<file path="config.mk">
export PLATFORM = sky130hd
export DESIGN_NAME = serial_div_flat
export DESIGN_NICKNAME = d
export VERILOG_FILES = /design/src/rtl/serial_div_pkg.sv /design/src/rtl/serial_div_if.sv /design/src/rtl/serial_div.sv /design/src/flat_wrapper.sv
export SDC_FILE = /design/constraint.sdc
export NUM_CORES = 1
export LEC_CHECK = 0
export BUFFER_PORTS_ARGS = -buffer_cell sky130_fd_sc_hd__buf_2
export CAP_MARGIN = 20
export CELL_PAD_IN_SITES_DETAIL_PLACEMENT = 2
export CELL_PAD_IN_SITES_GLOBAL_PLACEMENT = 2
export CORE_MARGIN = 8
export CORE_UTILIZATION = 35
export DETAILED_ROUTE_END_ITERATION = 7
export PLACE_DENSITY_LB_ADDON = 0.1
export REMOVE_ABC_BUFFERS = 1
export SLEW_MARGIN = 20
export SYNTH_ARGS = -nofsm -noshare
export SYNTH_HDL_FRONTEND = slang
export SYNTH_SLANG_ARGS = --single-unit
</file>
<file path="constraint.sdc">
create_clock -name clk -period 6.3 [get_ports clk]
set_input_delay 1.26 -clock clk [delete_from_list [all_inputs] [get_ports clk]]
set_output_delay 1.26 -clock clk [all_outputs]
set_load 0.1 [all_outputs]
</file>
<file path="src/rtl/serial_div_pkg.sv">
// Shared widths, handshake levels, state encoding and result payload for serial_div.
package serial_div_pkg;

    localparam int unsigned reg_bus        = 32;
    localparam int unsigned double_reg_bus = 64;
    localparam int unsigned cnt_w          = 5;

    localparam logic [reg_bus-1:0]        zero_word        = '0;
    localparam logic [double_reg_bus-1:0] zero_double_word = '0;

    localparam logic div_res_ready     = 1'b1;
    localparam logic div_res_not_ready = 1'b0;
    localparam logic div_start         = 1'b1;
    localparam logic div_stop          = 1'b0;

    // Counter value at which the final (32nd) iteration is being performed.
    localparam logic [cnt_w-1:0] last_iter = cnt_w'(reg_bus - 1);

    typedef enum logic [1:0] {
        div_free    = 2'b00,
        div_by_zero = 2'b01,
        div_on      = 2'b10,
        div_end     = 2'b11
    } div_state_e;

    // HI/LO write payload: remainder in the upper word, quotient in the lower.
    typedef struct packed {
        logic [reg_bus-1:0] rem;
        logic [reg_bus-1:0] quot;
    } div_result_t;

    // Two's-complement negation of a register word.
    function automatic logic [reg_bus-1:0] neg_word(input logic [reg_bus-1:0] x);
        return ~x + reg_bus'(1);
    endfunction

    // Operand magnitude: negative operands are negated only in signed mode.
    function automatic logic [reg_bus-1:0] magnitude(input logic               sgn_mode,
                                                     input logic [reg_bus-1:0] x);
        return (sgn_mode && x[reg_bus-1]) ? neg_word(x) : x;
    endfunction

endpackage

</file>
<file path="src/rtl/serial_div_if.sv">
// EX-stage <-> divider request/response bundle.
interface serial_div_if;
    import serial_div_pkg::*;

    logic               signed_div_i;
    logic [reg_bus-1:0] opdata1_i;
    logic [reg_bus-1:0] opdata2_i;
    logic               start_i;
    logic               annul_i;
    div_result_t        result_o;
    logic               ready_o;

    // EX side: issues the request and consumes the result.
    modport master (
        output signed_div_i, opdata1_i, opdata2_i, start_i, annul_i,
        input  result_o, ready_o
    );

    // Divider side.
    modport slave (
        input  signed_div_i, opdata1_i, opdata2_i, start_i, annul_i,
        output result_o, ready_o
    );

endinterface

</file>
<file path="src/rtl/serial_div.sv">
// serial_div: multi-cycle radix-2 restoring divider for DIV/DIVU.
// Optional feature macro: DIV_ZERO_CHECK_EN -- when defined, a zero divisor
// short-circuits through the DivByZero state and returns 0 after 2 cycles;
// when undefined, a zero divisor runs all 32 iterations.
module serial_div
    import serial_div_pkg::*;
(
    input  logic        clk,
    input  logic        rst,
    serial_div_if.slave bus
);

    div_state_e         state, state_n;

    logic               signed_q,  signed_n;
    logic               dvd_neg_q, dvd_neg_n;
    logic               dvs_neg_q, dvs_neg_n;
    logic [reg_bus-1:0] divisor_q, divisor_n;
    // Partial remainder. The 33rd bit is always zero between iterations
    // (R < divisor), so only the low 32 bits are stored; the subtractor
    // below still works on the full 33-bit shifted value.
    logic [reg_bus-1:0] rem_q,     rem_n;
    logic [reg_bus-1:0] quot_q,    quot_n;
    logic [cnt_w-1:0]   cnt_q,     cnt_n;
    div_result_t        result_q,  result_n;
    logic               ready_q,   ready_n;

    logic [reg_bus:0]   trial;
    logic [reg_bus-1:0] rem_step;
    logic [reg_bus-1:0] quot_step;
    logic               accept;

    // One restoring step: trial subtract of the divisor from the shifted remainder.
    always_comb begin
        trial     = {rem_q, quot_q[reg_bus-1]} - {1'b0, divisor_q};
        rem_step  = trial[reg_bus] ? {rem_q[reg_bus-2:0], quot_q[reg_bus-1]}
                                   : trial[reg_bus-1:0];
        quot_step = {quot_q[reg_bus-2:0], ~trial[reg_bus]};
        accept    = (bus.start_i == div_start) && !bus.annul_i;
    end

    // Next-state and next-register values for the divider FSM.
    always_comb begin
        state_n   = state;
        signed_n  = signed_q;
        dvd_neg_n = dvd_neg_q;
        dvs_neg_n = dvs_neg_q;
        divisor_n = divisor_q;
        rem_n     = rem_q;
        quot_n    = quot_q;
        cnt_n     = cnt_q;
        result_n  = result_q;
        ready_n   = ready_q;

        unique case (state)
            div_free: begin
                if (accept) begin
                    signed_n  = bus.signed_div_i;
                    dvd_neg_n = bus.opdata1_i[reg_bus-1];
                    dvs_neg_n = bus.opdata2_i[reg_bus-1];
                    divisor_n = magnitude(bus.signed_div_i, bus.opdata2_i);
                    rem_n     = zero_word;
                    quot_n    = magnitude(bus.signed_div_i, bus.opdata1_i);
                    cnt_n     = '0;
`ifdef DIV_ZERO_CHECK_EN
                    if (bus.opdata2_i == zero_word) begin
                        state_n = div_by_zero;
                    end else begin
                        state_n = div_on;
                    end
`else
                    state_n   = div_on;
`endif
                end
            end

            div_by_zero: begin
                result_n = zero_double_word;
                ready_n  = div_res_ready;
                state_n  = div_end;
            end

            div_on: begin
                if (bus.annul_i || (bus.start_i == div_stop)) begin
                    // Abort: drop the partial state; no result is produced.
                    rem_n   = zero_word;
                    quot_n  = zero_word;
                    cnt_n   = '0;
                    state_n = div_free;
                end else begin
                    rem_n  = rem_step;
                    quot_n = quot_step;
                    cnt_n  = cnt_q + cnt_w'(1);
                    if (cnt_q == last_iter) begin
                        // Sign fix-up: quotient follows sign XOR, remainder follows dividend.
                        result_n.quot = (signed_q && (dvd_neg_q != dvs_neg_q))
                                        ? neg_word(quot_step) : quot_step;
                        result_n.rem  = (signed_q && dvd_neg_q)
                                        ? neg_word(rem_step) : rem_step;
                        ready_n       = div_res_ready;
                        state_n       = div_end;
                    end
                end
            end

            div_end: begin
                // annul is deliberately ignored once the result is ready.
                if (bus.start_i == div_stop) begin
                    result_n = zero_double_word;
                    ready_n  = div_res_not_ready;
                    state_n  = div_free;
                end
            end

            default: begin
                state_n = div_free;
            end
        endcase
    end

    // FSM state register.
    always_ff @(posedge clk) begin
        if (rst) begin
            state <= div_free;
        end else begin
            state <= state_n;
        end
    end

    // Datapath and registered output update.
    always_ff @(posedge clk) begin
        if (rst) begin
            signed_q  <= 1'b0;
            dvd_neg_q <= 1'b0;
            dvs_neg_q <= 1'b0;
            divisor_q <= zero_word;
            rem_q     <= zero_word;
            quot_q    <= zero_word;
            cnt_q     <= '0;
            result_q  <= zero_double_word;
            ready_q   <= div_res_not_ready;
        end else begin
            signed_q  <= signed_n;
            dvd_neg_q <= dvd_neg_n;
            dvs_neg_q <= dvs_neg_n;
            divisor_q <= divisor_n;
            rem_q     <= rem_n;
            quot_q    <= quot_n;
            cnt_q     <= cnt_n;
            result_q  <= result_n;
            ready_q   <= ready_n;
        end
    end

    assign bus.result_o = result_q;
    assign bus.ready_o  = ready_q;

endmodule

</file>
<file path="src/flat_wrapper.sv">
// flat-port wrapper written by rule: the top's interface ports become plain ports
module serial_div_flat import serial_div_pkg::*;
  (clk, rst, bus_signed_div_i, bus_opdata1_i, bus_opdata2_i, bus_start_i, bus_annul_i, bus_result_o, bus_ready_o);
  serial_div_if bus_i ();
  input  logic clk;
  input  logic rst;
  input wire logic [$bits(bus_i.signed_div_i)-1:0] bus_signed_div_i;
  input wire logic [$bits(bus_i.opdata1_i)-1:0] bus_opdata1_i;
  input wire logic [$bits(bus_i.opdata2_i)-1:0] bus_opdata2_i;
  input wire logic [$bits(bus_i.start_i)-1:0] bus_start_i;
  input wire logic [$bits(bus_i.annul_i)-1:0] bus_annul_i;
  output wire logic [$bits(bus_i.result_o)-1:0] bus_result_o;
  output wire logic [$bits(bus_i.ready_o)-1:0] bus_ready_o;
  assign bus_i.signed_div_i = bus_signed_div_i;
  assign bus_i.opdata1_i = bus_opdata1_i;
  assign bus_i.opdata2_i = bus_opdata2_i;
  assign bus_i.start_i = bus_start_i;
  assign bus_i.annul_i = bus_annul_i;
  assign bus_result_o = bus_i.result_o;
  assign bus_ready_o = bus_i.ready_o;
  serial_div u_core (.clk(clk), .rst(rst), .bus(bus_i));
endmodule
</file>
==> results of run 1 <==
[sequential cells by signal, indices dropped and copies added, names as in the netlist]
register and cells:
u_core.rem_q 32, u_core.bus.ready_o 1, u_core.bus.result_o 64, u_core.signed_q 1, u_core.dvs_neg_q 1, u_core.quot_q 32, u_core.state 2, u_core.divisor_q 32
u_core.cnt_q 5, u_core.dvd_neg_q 1
[cells by family after synthesis]
family | after synthesis | share of synthesized area (%)
adders and majority gates | 39 | 4.37
muxes | 26 | 2.41
xor gates and xnor gates | 138 | 10.7
buffers and inverters | 145 | 4.98
and+or+nand+nor | 522 | 21.1
AOI/OAI and AO/OA | 446 | 26.3
DFF | 171 | 30.2
[cell type report]
type | count | area, µm²
Clock buffer | 17 | 425
Sequential cell | 171 | 3420
Fill cell | 3811 | 19400
Timing Repair Buffer | 147 | 773
Tap cell | 408 | 510
Inverter | 55 | 206
Multi-Input combinational cell | 1171 | 7380
Clock inverter | 15 | 130
[metrics by stage]
| stage | hold WS, ns | utilization (%) | TNS, ns | setup WS, ns | cells |
|---|---|---|---|---|---|
| 6_report | 0.440 | 39.9 | 0 | 0.825 | 1984 |
| 5_1_grt | 0.457 | 39.9 | 0 | 0.298 | 1984 |
| 4_1_cts | 0.447 | 39.9 | 0 | 0.832 | 1984 |
| 3_5_place_dp | 0.438 | 38.2 | 0 | 0.897 | 1952 |
| 3_3_place_gp | 0.430 | 38.2 | 0 | 1.16 | 1952 |
| 2_1_floorplan | 0.424 | - | -111.03 | -2.05 | 1397 |
[per-layer routing]
layer	track usage [%]	vias to the layer above	share of wire, %	wire length (µm)
met5	0	-	0	0
met4	6.01	0	1.8	775
met3	3.36	40	3.1	1310
met2	38.3	187	48	20700
met1	29.1	5764	47	20100
li1	-	5499	-	-
[worst max-delay path: stages, from the launching register on]
cell and delay [ns]:
sky130_fd_sc_hd__dfxtp_1 0.42, sky130_fd_sc_hd__inv_1 0.07, sky130_fd_sc_hd__ha_1 0.21, sky130_fd_sc_hd__inv_1 0.07, sky130_fd_sc_hd__fa_1 0.23, sky130_fd_sc_hd__nand3_1 0.12, sky130_fd_sc_hd__a21oi_2 0.30, sky130_fd_sc_hd__o2111ai_2 0.24
sky130_fd_sc_hd__a2111oi_4 0.49, sky130_fd_sc_hd__nor3_2 0.14, sky130_fd_sc_hd__nor2_4 0.24, sky130_fd_sc_hd__mux2i_1 0.37, sky130_fd_sc_hd__ha_1 0.28, sky130_fd_sc_hd__nand2_1 0.08, sky130_fd_sc_hd__or4_1 0.51, sky130_fd_sc_hd__nand2b_1 0.18
sky130_fd_sc_hd__mux2_2 0.36, sky130_fd_sc_hd__a2111oi_4 0.41, sky130_fd_sc_hd__nand4_1 0.19, sky130_fd_sc_hd__a21o_1 0.21, sky130_fd_sc_hd__a32o_1 0.24
[report_power, final]
group | leakage [nW] | switching [W] | internal, W
Clock | 0.267 | 0.000531 | 0.000518
Sequential | 1.39 | 0.0000390 | 0.00111
Combinational | 3.39 | 0.000363 | 0.000202
[final timing paths]
check / end / cells after the start / start / slack, ns
min reg2reg: u_core.bus.result_o[23] / 2 / u_core.bus.result_o[23] / 0.44
min: u_core.bus.result_o[23] / 2 / u_core.bus.result_o[23] / 0.44
max: u_core.bus.result_o[62] / 20 / u_core.quot_q[31] / 0.83
max reg2reg: u_core.bus.result_o[62] / 20 / u_core.quot_q[31] / 0.83
[cells in the final DEF (no fill, tap or decap), types with 17 or more instances in the layout]
master                        n
sky130_fd_sc_hd__nor2_1     214
sky130_fd_sc_hd__dfxtp_1    171
sky130_fd_sc_hd__buf_2      132
sky130_fd_sc_hd__nand2_1    122
sky130_fd_sc_hd__a21oi_1    118
sky130_fd_sc_hd__xnor2_1     80
sky130_fd_sc_hd__o21ai_0     66
sky130_fd_sc_hd__xor2_1      58
sky130_fd_sc_hd__inv_1       54
sky130_fd_sc_hd__a22oi_1     51
sky130_fd_sc_hd__nor3_1      50
sky130_fd_sc_hd__ha_1        38
sky130_fd_sc_hd__a211oi_1    36
sky130_fd_sc_hd__o21ai_1     30
sky130_fd_sc_hd__or3_1       29
sky130_fd_sc_hd__a221oi_1    26
sky130_fd_sc_hd__o31ai_1     19
sky130_fd_sc_hd__nand3_1     18
sky130_fd_sc_hd__clkbuf_16   17
==> results.rst, run 1 <==
.. list-table::
   :header-rows: 1

   * - Metric
     - Value
   * - Number of buffers inserted by post-CTS setup repair
     - 0
   * - Share of the clock period used by the worst path
     - 86.9%
   * - Per-cell via count in the routed design
     - ~5.8
   * - Final max-slew violation count
     - 0
   * - Antenna diode instance count
     - 0
   * - Area of the mapped netlist
     - between 0.01 and 0.015 mm²
   * - Leading register cell type out of synthesis
     - sky130_fd_sc_hd__dfxtp_1
   * - Post-synthesis sequential area ratio
     - 30.2%
   * - Global-route total usage across every layer
     - 22.4%
   * - Crit-path max FO
     - 5
   * - Source-to-sink clock delay at the later pin of the worst-skew pair
     - 0.46 ns
   * - Number of warnings issued by yosys
     - 0
   * - Via count of the first global-routing pass
     - 12449
   * - Final critical delay including setup and external delays
     - approximately 5.5 ns
   * - Worst path arrival time
     - 5.83 ns
   * - Number of iterations in the first detailed-routing pass
     - 4
   * - Fmax achieved
     - 183 MHz
   * - Weighted congestion at the end of routability-driven global placement
     - 0.799
   * - DP Area
     - 0.0123 mm²
   * - Flop and latch count out of synthesis
     - 171
   * - Antenna Violating Nets Remaining
     - 0
   * - Total CTS buffers
     - 17
   * - Wire length of the first global-routing pass
     - 69400 µm
   * - H-tree lvl count
     - 4
   * - Biggest area consumer among synthesized cells
     - sky130_fd_sc_hd__dfxtp_1
   * - Clock slew seen by the registers of the worst setup and hold paths
     - ~0.08 ns
   * - Actual transition at the worst max-transition pin
     - 0.973 ns
   * - Final instance area
     - 0.0128 mm²
   * - Total of buffers placed on input and output ports
     - 133
   * - Number of top-level pins
     - about 130
   * - Post-synthesis to final-layout area growth
     - 13.4%
   * - Number of vias in the routed layout
     - 11490
   * - Static Leakage
     - a little over 5 nW
   * - Synthesized area per cell
     - roughly 7.6 µm²
   * - RSZ-0062 raised after global routing
     - false
   * - Yosys top cell area share
     - between 30 and 40%
   * - Number of enable-type register cells in the synthesized netlist
     - 0
   * - Initial antenna violation count
     - 0
   * - HPWL after detailed placement
     - 32300 µm
   * - Leading post-synthesis cells by cell area
     - sky130_fd_sc_hd__dfxtp_1 (30%), sky130_fd_sc_hd__nor2_1 (7.2%), sky130_fd_sc_hd__xnor2_1 (6.2%)
   * - Initial detailed-routing violation count
     - 541
   * - Sum of overflow across all layers after global routing
     - 0
   * - Average detailed-routed wire length per instance
     - 21.6 µm
   * - Ratio of total power to cell area
     - roughly 220 mW/mm²
   * - Largest net degree at the start of global routing
     - 65
   * - Gate count after technology mapping
     - 1487
   * - Area of the die
     - 0.0384 mm²
   * - Most numerous cell types in the synthesized netlist
     - sky130_fd_sc_hd__nor2_1 (216), sky130_fd_sc_hd__dfxtp_1 (171), sky130_fd_sc_hd__nand2_1 (122)
   * - Normalized max-slew margin
     - 34.7%
   * - Clock sink count
     - 171
   * - DRC viols
     - 0
   * - Synth unique cells
     - 76
   * - Start-to-end type of the worst setup path
     - reg -> reg
   * - Clock tree from TritonCTS
     - yes
   * - CP endpoint kind
     - register
   * - Hold_buf cts
     - 0
   * - Number of max-capacitance violations reported
     - 0
   * - Ys async rst share
     - 0%
   * - Most frequent cell after synthesis
     - sky130_fd_sc_hd__nor2_1
   * - Die width
     - between 150 and 200 µm
   * - DRT Wirelength
     - 42800 µm
   * - Height of the die
     - 196 µm
   * - Crit start category
     - register
   * - Final net count
     - 1671
   * - Effective utilization at floorplan
     - between 30% and 40%
   * - Maximum root-to-sink buffer count
     - 2
   * - Data required time at the worst endpoint
     - ~6.7 ns
   * - Final total power
     - 0.00277 W
   * - Final-report hold violation count
     - 0
   * - Root buffer selected by CTS
     - sky130_fd_sc_hd__clkbuf_16
   * - Peak ir drop on the vdd network
     - approximately 0.19 mV
   * - Clock Skews
     - 0.0124 ns
   * - Class of the most critical hold timing path
     - reg -> reg
   * - # resized after CTS
     - 0
   * - Floorplan row count
     - 66
   * - Outcome
     - finished clean
   * - Share of final-layout standard cells stronger than drive strength 1
     - 13.6%
   * - # setup viols final
     - 0
   * - Placeable Area
     - 0.0322 mm²
No activity file was read; power rests on OpenSTA's default activity.
==> inputs of run 2 (changes only) <==
--- a/config.mk
+++ b/config.mk
@@ -12,7 +12,7 @@
 export CORE_MARGIN = 8
 export CORE_UTILIZATION = 35
 export DETAILED_ROUTE_END_ITERATION = 7
-export PLACE_DENSITY_LB_ADDON = 0.1
+export PLACE_DENSITY = 0.79
 export REMOVE_ABC_BUFFERS = 1
 export SLEW_MARGIN = 20
 export SYNTH_ARGS = -nofsm -noshare
==> run 2 against run 1 <==
  * Die area unchanged
  * Critical path depth increased by 2
  * Non-clock buffer count unchanged
  * Clock skew decreased by 0.0023 ns
  * Worst setup slack got worse by 0.15 ns
  * Total power increased by 4.7%
  * Routed wire length increased by 2.3%
  * Via count increased by 1.2%
  * First-iteration DRC count increased by 4.6%
==> results.rst, run 2 (synthesized netlist as in run 1, its figures left out) <==
.. list-table::
   :header-rows: 1

   * - Metric
     - Value
   * - Final total power
     - 0.00290 W
   * - Final critical delay including setup and external delays
     - 5.62 ns
   * - Hold_buf cts
     - 0
   * - Root buffer selected by CTS
     - sky130_fd_sc_hd__clkbuf_16
   * - Number of top-level pins
     - between 100 and 150
   * - Sum of overflow across all layers after global routing
     - 0
   * - Total of buffers placed on input and output ports
     - 133
   * - Top library cells by usage in the layout, fill and taps aside
     - sky130_fd_sc_hd__nor2_1 (214), sky130_fd_sc_hd__dfxtp_1 (171), sky130_fd_sc_hd__buf_2 (132)
   * - HPWL after detailed placement
     - 32300 µm
   * - Internal power contribution
     - 0.00201 W
   * - Crit start category
     - register
   * - Most frequent standard cell in the layout excluding fill and tap cells
     - sky130_fd_sc_hd__nor2_1
   * - Average detailed-routed wire length per instance
     - 22.1 µm
   * - Switching power
     - 0.000888 W
   * - Height of the die
     - between 150 and 200 µm
   * - Via count of the first global-routing pass
     - approximately 13000
   * - Clock Skews
     - 0.0102 ns
   * - CP endpoint kind
     - register
   * - Ratio of total power to cell area
     - 224 mW/mm²
   * - Normalized max-slew margin
     - 28.2%
   * - Clock sink count
     - 171
   * - Reg2reg setup slack
     - 0.68 ns
   * - Flop pwr share
     - roughly two fifths
   * - Number of iterations in the first detailed-routing pass
     - 5
   * - RSZ-0062 raised after global routing
     - false
   * - Relative contribution of the clock network to total power
     - between 40 and 50%
   * - Clock slew seen by the registers of the worst setup and hold paths
     - 0.07 ns
   * - Static Leakage
     - 5.08 nW
   * - Switching Share
     - 30.6%
   * - Final max-slew violation count
     - 0
   * - Global-route total usage across every layer
     - between 20 and 25%
   * - Maximum root-to-sink buffer count
     - 2
   * - Weighted congestion at the end of routability-driven global placement
     - 0.855
   * - Finished Layout Cells
     - 1982
   * - Peak ir drop on the vdd network
     - between 0.15 and 0.2 mV
   * - DRC viols
     - 0
   * - Antenna diode instance count
     - 0
   * - # resized after CTS
     - 0
   * - Class of the most critical hold timing path
     - reg -> reg
   * - Number of vias in the routed layout
     - between 10000 and 15000
   * - Largest register FFs
     - 64
   * - Initial detailed-routing violation count
     - roughly 570
   * - Number of buffers inserted by post-CTS setup repair
     - 0
   * - Worst path arrival time
     - just under 6 ns
   * - Effective utilization at floorplan
     - 35.2%
   * - Floorplan row count
     - 66
   * - Share of the clock period used by the worst path
     - 89.2%
   * - Total CTS buffers
     - 17
   * - Placeable Area
     - ~0.032 mm²
   * - Clock tree from TritonCTS
     - yes
   * - Actual transition at the worst max-transition pin
     - 1.08 ns
   * - Final net count
     - 1671
   * - Fmax achieved
     - 178 MHz
   * - Wire length of the first global-routing pass
     - 69700 µm
   * - Combinational share of power
     - 19.6%
   * - Start-to-end type of the worst setup path
     - reg -> reg
   * - Dpl ws
     - 0.926 ns
   * - Die width
     - about 200 µm
   * - Source-to-sink clock delay at the later pin of the worst-skew pair
     - 0.45 ns
   * - Per-cell via count in the routed design
     - 5.87
   * - Initial antenna violation count
     - 0
   * - Crit-path max FO
     - 35
   * - Antenna Violating Nets Remaining
     - 0
   * - DRT Wirelength
     - ~44000 µm
   * - Post-synthesis to final-layout area growth
     - 14.0%
   * - Number of max-capacitance violations reported
     - 0
   * - Largest net degree at the start of global routing
     - 71
   * - Share of final-layout standard cells stronger than drive strength 1
     - 13.4%
   * - Number of placed instances with taps included
     - roughly 2000
   * - Outcome
     - finished clean
   * - Area of the die
     - 0.0384 mm²
   * - # setup viols final
     - 0
   * - Final core utilization
     - 40.1%
   * - H-tree lvl count
     - 4
   * - Data required time at the worst endpoint
     - 6.62 ns
   * - Final worst slack
     - 0.678 ns
   * - Final-report hold violation count
     - 0
## run 2: changes by cell type in the layout (fill, tap and decap cells not counted), sizes merged
cell      previous run  this run
bufinv               0         4
inv                 63        57
clkinvlp             3         2
clkinv               4         1
clkbuf              17        21
## run 2: power by group through the flow
stage               Sequential [W]  Combinational [W]  Clock [W]
finish                     0.00115           0.000568    0.00118
floorplan                  0.00117           0.000371          0
CTS                        0.00115           0.000570    0.00120
global route               0.00116           0.000625    0.00125
detailed placement         0.00118           0.000560          0
global placement           0.00118           0.000542          0
## run 2: final cells by class
class,instances,area [µm²]
tap,408,510
inverter,55,206
clock inverter,9,161
fill,3803,19300
sequential,171,3420
multi-input combinational,1171,7380
timing repair buffer,147,773
clock buffer,21,470
## run 2: per-stage QoR
| stage | setup TNS, ns | area (µm²) | hold WS, ns |
|---|---|---|---|
| 2_1_floorplan | -111.03 | 11000 | 0.424 |
| 3_3_place_gp | 0 | 12300 | 0.434 |
| 3_5_place_dp | 0 | 12300 | 0.445 |
| 4_1_cts | 0 | 12900 | 0.454 |
| 5_1_grt | 0 | 12900 | 0.476 |
| 6_report | 0 | 12900 | 0.448 |
## run 2: final timing paths
check / from / end / depth (start not counted)
setup / recovery: u_core.quot_q[31] / u_core.bus.result_o[28] / 22
hold / removal: u_core.bus.result_o[23] / u_core.bus.result_o[23] / 2
setup reg to reg: u_core.quot_q[31] / u_core.bus.result_o[28] / 22
hold reg to reg: u_core.bus.result_o[23] / u_core.bus.result_o[23] / 2
## run 2: layer usage
metal | vias up | part of all wire, % | global-route usage (%)
met4 | 0 | 3.0 | 8.45
li1 | 5519 | - | -
met5 | - | 0 | 0
met2 | 192 | 49 | 38.6
met3 | 64 | 2.9 | 3.29
met1 | 5855 | 45 | 28.5
## run 2: worst max-delay path, stage by stage, from the launching register on
cell	delay, ns
sky130_fd_sc_hd__dfxtp_1	0.42
sky130_fd_sc_hd__inv_1	0.07
sky130_fd_sc_hd__ha_1	0.22
sky130_fd_sc_hd__inv_1	0.09
sky130_fd_sc_hd__fa_1	0.24
sky130_fd_sc_hd__nand3_1	0.13
sky130_fd_sc_hd__a21oi_2	0.27
sky130_fd_sc_hd__o2111ai_2	0.25
sky130_fd_sc_hd__a2111oi_4	0.51
sky130_fd_sc_hd__o21a_1	0.28
sky130_fd_sc_hd__nor2_4	0.11
sky130_fd_sc_hd__inv_2	0.09
sky130_fd_sc_hd__buf_4	0.37
sky130_fd_sc_hd__ha_1	0.25
sky130_fd_sc_hd__nor2b_1	0.34
sky130_fd_sc_hd__nand3b_1	0.17
sky130_fd_sc_hd__nor2_1	0.31
sky130_fd_sc_hd__nand3_1	0.29
sky130_fd_sc_hd__nor3_1	0.44
sky130_fd_sc_hd__a21oi_1	0.17
sky130_fd_sc_hd__xor2_1	0.20
sky130_fd_sc_hd__a22oi_1	0.19
sky130_fd_sc_hd__nor2_1	0.06
==> inputs of run 3 (changes only) <==
--- a/config.mk
+++ b/config.mk
@@ -13,6 +13,7 @@
 export CORE_UTILIZATION = 35
 export DETAILED_ROUTE_END_ITERATION = 7
 export PLACE_DENSITY = 0.79
+export RECOVER_POWER = 100
 export REMOVE_ABC_BUFFERS = 1
 export SLEW_MARGIN = 20
 export SYNTH_ARGS = -nofsm -noshare
==> run 3 against run 2 <==
  * Non-clock buffer count is the same
  * Utilization shrank 0.40 points
  * Critical path depth is the same
  * Sequential share of layout area grew 0.27 points
  * Largest cell class unchanged
  * Global-route usage is the same
  * The flow now finishes with violations (capacitance limit, slew limit)
  * Largest power group unchanged
==> results.rst, run 3 (synthesized netlist as in run 1, its figures left out) <==
.. list-table::
   :header-rows: 1

   * - Metric
     - Value
   * - Internal power contribution
     - 0.00201 W
   * - Largest net degree at the start of global routing
     - 71
   * - Combined flip-flop and latch cell area
     - 0.00342 mm²
   * - Number of vias in the routed layout
     - 11640
   * - Start-to-end type of the worst setup path
     - reg -> reg
   * - Violations in the final reports
     - capacitance limit, slew limit
   * - Sum of overflow across all layers after global routing
     - 0
   * - Crit-path max FO
     - 35
   * - Area of the die
     - 0.0384 mm²
   * - Final total power
     - 0.00290 W
   * - Total CTS buffers
     - 17
   * - Weighted congestion at the end of routability-driven global placement
     - 0.855
   * - Top library cells by usage in the layout, fill and taps aside
     - sky130_fd_sc_hd__nor2_1 (214), sky130_fd_sc_hd__dfxtp_1 (171), sky130_fd_sc_hd__nand2_1 (122)
   * - Per-cell via count in the routed design
     - 5.87
   * - Critical register-to-register path startpoint
     - u_core.quot_q[31]
   * - Number of top-level pins
     - approximately 130
   * - Final max-slew violation count
     - 225
   * - Termination of the worst setup path
     - u_core.bus.result_o[28]
   * - Static Leakage
     - 4.77 nW
   * - Final-report hold violation count
     - 0
   * - Post-synthesis to final-layout area growth
     - 12.9%
   * - Ratio of total power to cell area
     - 227 mW/mm²
   * - Number of placed instances with taps included
     - 1952
   * - Initial detailed-routing violation count
     - 551
   * - Hold_buf cts
     - 0
   * - Clock slew seen by the registers of the worst setup and hold paths
     - ~0.070 ns
   * - Root buffer selected by CTS
     - sky130_fd_sc_hd__clkbuf_16
   * - Routed wl met3
     - 1100 µm
   * - # fillers
     - 3817
   * - Effective utilization at floorplan
     - 35.2%
   * - Class of the most critical hold timing path
     - reg -> reg
   * - Relative contribution of the clock network to total power
     - between 40 and 50%
   * - Critical path buffers and inverters
     - 4
   * - Final net count
     - 1671
   * - Cells traversed along the worst timing path
     - inv_1 -> ha_1 -> inv_1 -> fa_1 -> nand3_1 -> a21oi_2 -> o2111ai_2 -> a2111oi_4 -> o21a_1 -> nor2_4 -> inv_2 -> buf_4 -> ha_1 -> nor2b_1 -> nand3b_1 -> nor2_1 -> nand3_1 -> nor3_1 -> a21oi_1 -> xor2_1 -> a22oi_1 -> nor2_1
   * - DRC viols
     - 0
   * - HPWL after detailed placement
     - 32300 µm
   * - CP endpoint kind
     - register
   * - Source-to-sink clock delay at the later pin of the worst-skew pair
     - 0.46 ns
   * - Met1 layer wirelength in the final routing
     - 20100 µm
   * - Die width
     - 196 µm
   * - # resized after CTS
     - 0
   * - Number of cells on the critical path
     - 22
   * - Antenna diode instance count
     - 0
   * - Highest routing layer actually used
     - met4
   * - Largest register FFs
     - 64
   * - Switching Share
     - 30.7%
   * - Initial antenna violation count
     - 0
   * - Number of iterations in the first detailed-routing pass
     - 5
   * - Maximum root-to-sink buffer count
     - 2
   * - Actual transition at the worst max-transition pin
     - 3.46 ns
   * - Via count of the first global-routing pass
     - 12593
   * - Finished Layout Cells
     - 1982
   * - Combined area of the multi-input logic cells
     - 0.00735 mm²
   * - # setup viols final
     - 0
   * - Floorplan row count
     - 66
   * - Flop pwr share
     - 39.8%
   * - Placeable Area
     - 0.0322 mm²
   * - Global-route total usage across every layer
     - 22.6%
   * - Average detailed-routed wire length per instance
     - 22.2 µm
   * - Number of buffers inserted by post-CTS setup repair
     - 0
   * - Critical Path Max Stage Delay
     - around 0.51 ns
   * - H-tree lvl count
     - 4
   * - Crit start category
     - register
   * - Combinational share of power
     - 19.5%
   * - Worst Setup SP
     - u_core.quot_q[31]
   * - R2R depth
     - 22
   * - Reg2reg setup slack
     - 0.63 ns
   * - Share of final-layout standard cells stronger than drive strength 1
     - under 10%
   * - Wire length of the first global-routing pass
     - roughly 70000 µm
   * - Height of the die
     - 196 µm
   * - RSZ-0062 raised after global routing
     - false
   * - Total of buffers placed on input and output ports
     - between 100 and 150
   * - Normalized max-slew margin
     - -131%
   * - Routed length on met2
     - 21500 µm
   * - Hold Path Depth
     - 2
   * - Standard cell with the maximum stage delay on the critical path
     - sky130_fd_sc_hd__a2111oi_4
   * - Clock sink count
     - 171
   * - DRT Wirelength
     - 44000 µm
   * - Final critical delay including setup and external delays
     - approximately 5.7 ns
   * - Data required time at the worst endpoint
     - 6.56 ns
   * - Most frequent standard cell in the layout excluding fill and tap cells
     - sky130_fd_sc_hd__nor2_1
   * - Final core utilization
     - 39.7%
   * - Fmax achieved
     - 176 MHz
   * - Number of max-capacitance violations reported
     - 5
   * - Clock Skews
     - around 0.014 ns
   * - Worst path arrival time
     - 5.93 ns
   * - Crit path max-delay family
     - simple AND/OR/NAND/NOR gates
   * - Endpoint of the lowest-slack register-to-register path
     - u_core.bus.result_o[28]
   * - Share of the clock period used by the worst path
     - 90.1%
   * - Antenna Violating Nets Remaining
     - 0
   * - Switching power
     - between 0.0008 and 0.0009 W
   * - Clock tree from TritonCTS
     - yes
   * - Outcome
     - finished, violations left
   * - Peak ir drop on the vdd network
     - 0.193 mV
-- run 3: cell count changes in the layout (fill, tap and decap cells not counted), sizes merged --
cell    before  now
buf        147   76
clkbuf      21   92
-- run 3: metrics by stage --
| stage | TNS (ns) | worst slack [ns] | hold slack [ns] | cell area (µm²) |
|---|---|---|---|---|
| final | 0 | 0.627 | 0.452 | 12800 |
| after global routing | 0 | 0.159 | 0.478 | 12800 |
| after CTS | 0 | 0.631 | 0.454 | 12900 |
| after detailed placement | 0 | 0.926 | 0.445 | 12300 |
| after global placement | 0 | 1.21 | 0.434 | 12300 |
| after floorplan | -111.03 | -2.05 | 0.424 | 11000 |
-- run 3: worst min-delay path by stage --
stage / start / end / slack, ns
after floorplan: u_core.cnt_q[3] / u_core.cnt_q[3] / 0.42
after global placement: u_core.bus.result_o[27] / u_core.bus.result_o[27] / 0.43
after detailed placement: u_core.bus.result_o[21] / u_core.bus.result_o[21] / 0.44
after CTS: u_core.bus.result_o[21] / u_core.bus.result_o[21] / 0.45
after global routing: u_core.bus.result_o[21] / u_core.bus.result_o[21] / 0.48
final: u_core.bus.result_o[21] / u_core.bus.result_o[21] / 0.45
-- run 3: power by group through the flow --
stage / Combinational [W] / Clock (W) / Sequential [W]
3_5_place_dp: 0.000560 / 0 / 0.00118
6_report: 0.000566 / 0.00118 / 0.00115
2_1_floorplan: 0.000371 / 0 / 0.00117
3_3_place_gp: 0.000542 / 0 / 0.00118
4_1_cts: 0.000570 / 0.00120 / 0.00115
5_1_grt: 0.000623 / 0.00125 / 0.00116
-- run 3: area by class of cell --
class,count,area share (%)
multi-input combinational,1171,57.4
sequential,171,26.8
timing repair buffer,147,5.25
tap,408,3.99
clock buffer,21,3.68
inverter,55,1.61
clock inverter,9,1.26
-- run 3: metal layers --
| layer | up-vias | track usage, % |
|---|---|---|
| li1 | 5510 | - |
| met1 | 5870 | 28.5 |
| met2 | 195 | 38.6 |
| met3 | 65 | 3.29 |
| met4 | 0 | 8.45 |
| met5 | - | 0 |
-- run 3: tightest hold or removal path, cell delays in order, from the launching register on --
cell	delay [ns]
sky130_fd_sc_hd__dfxtp_1	0.31
sky130_fd_sc_hd__nand2_1	0.05
sky130_fd_sc_hd__o21ai_1	0.05
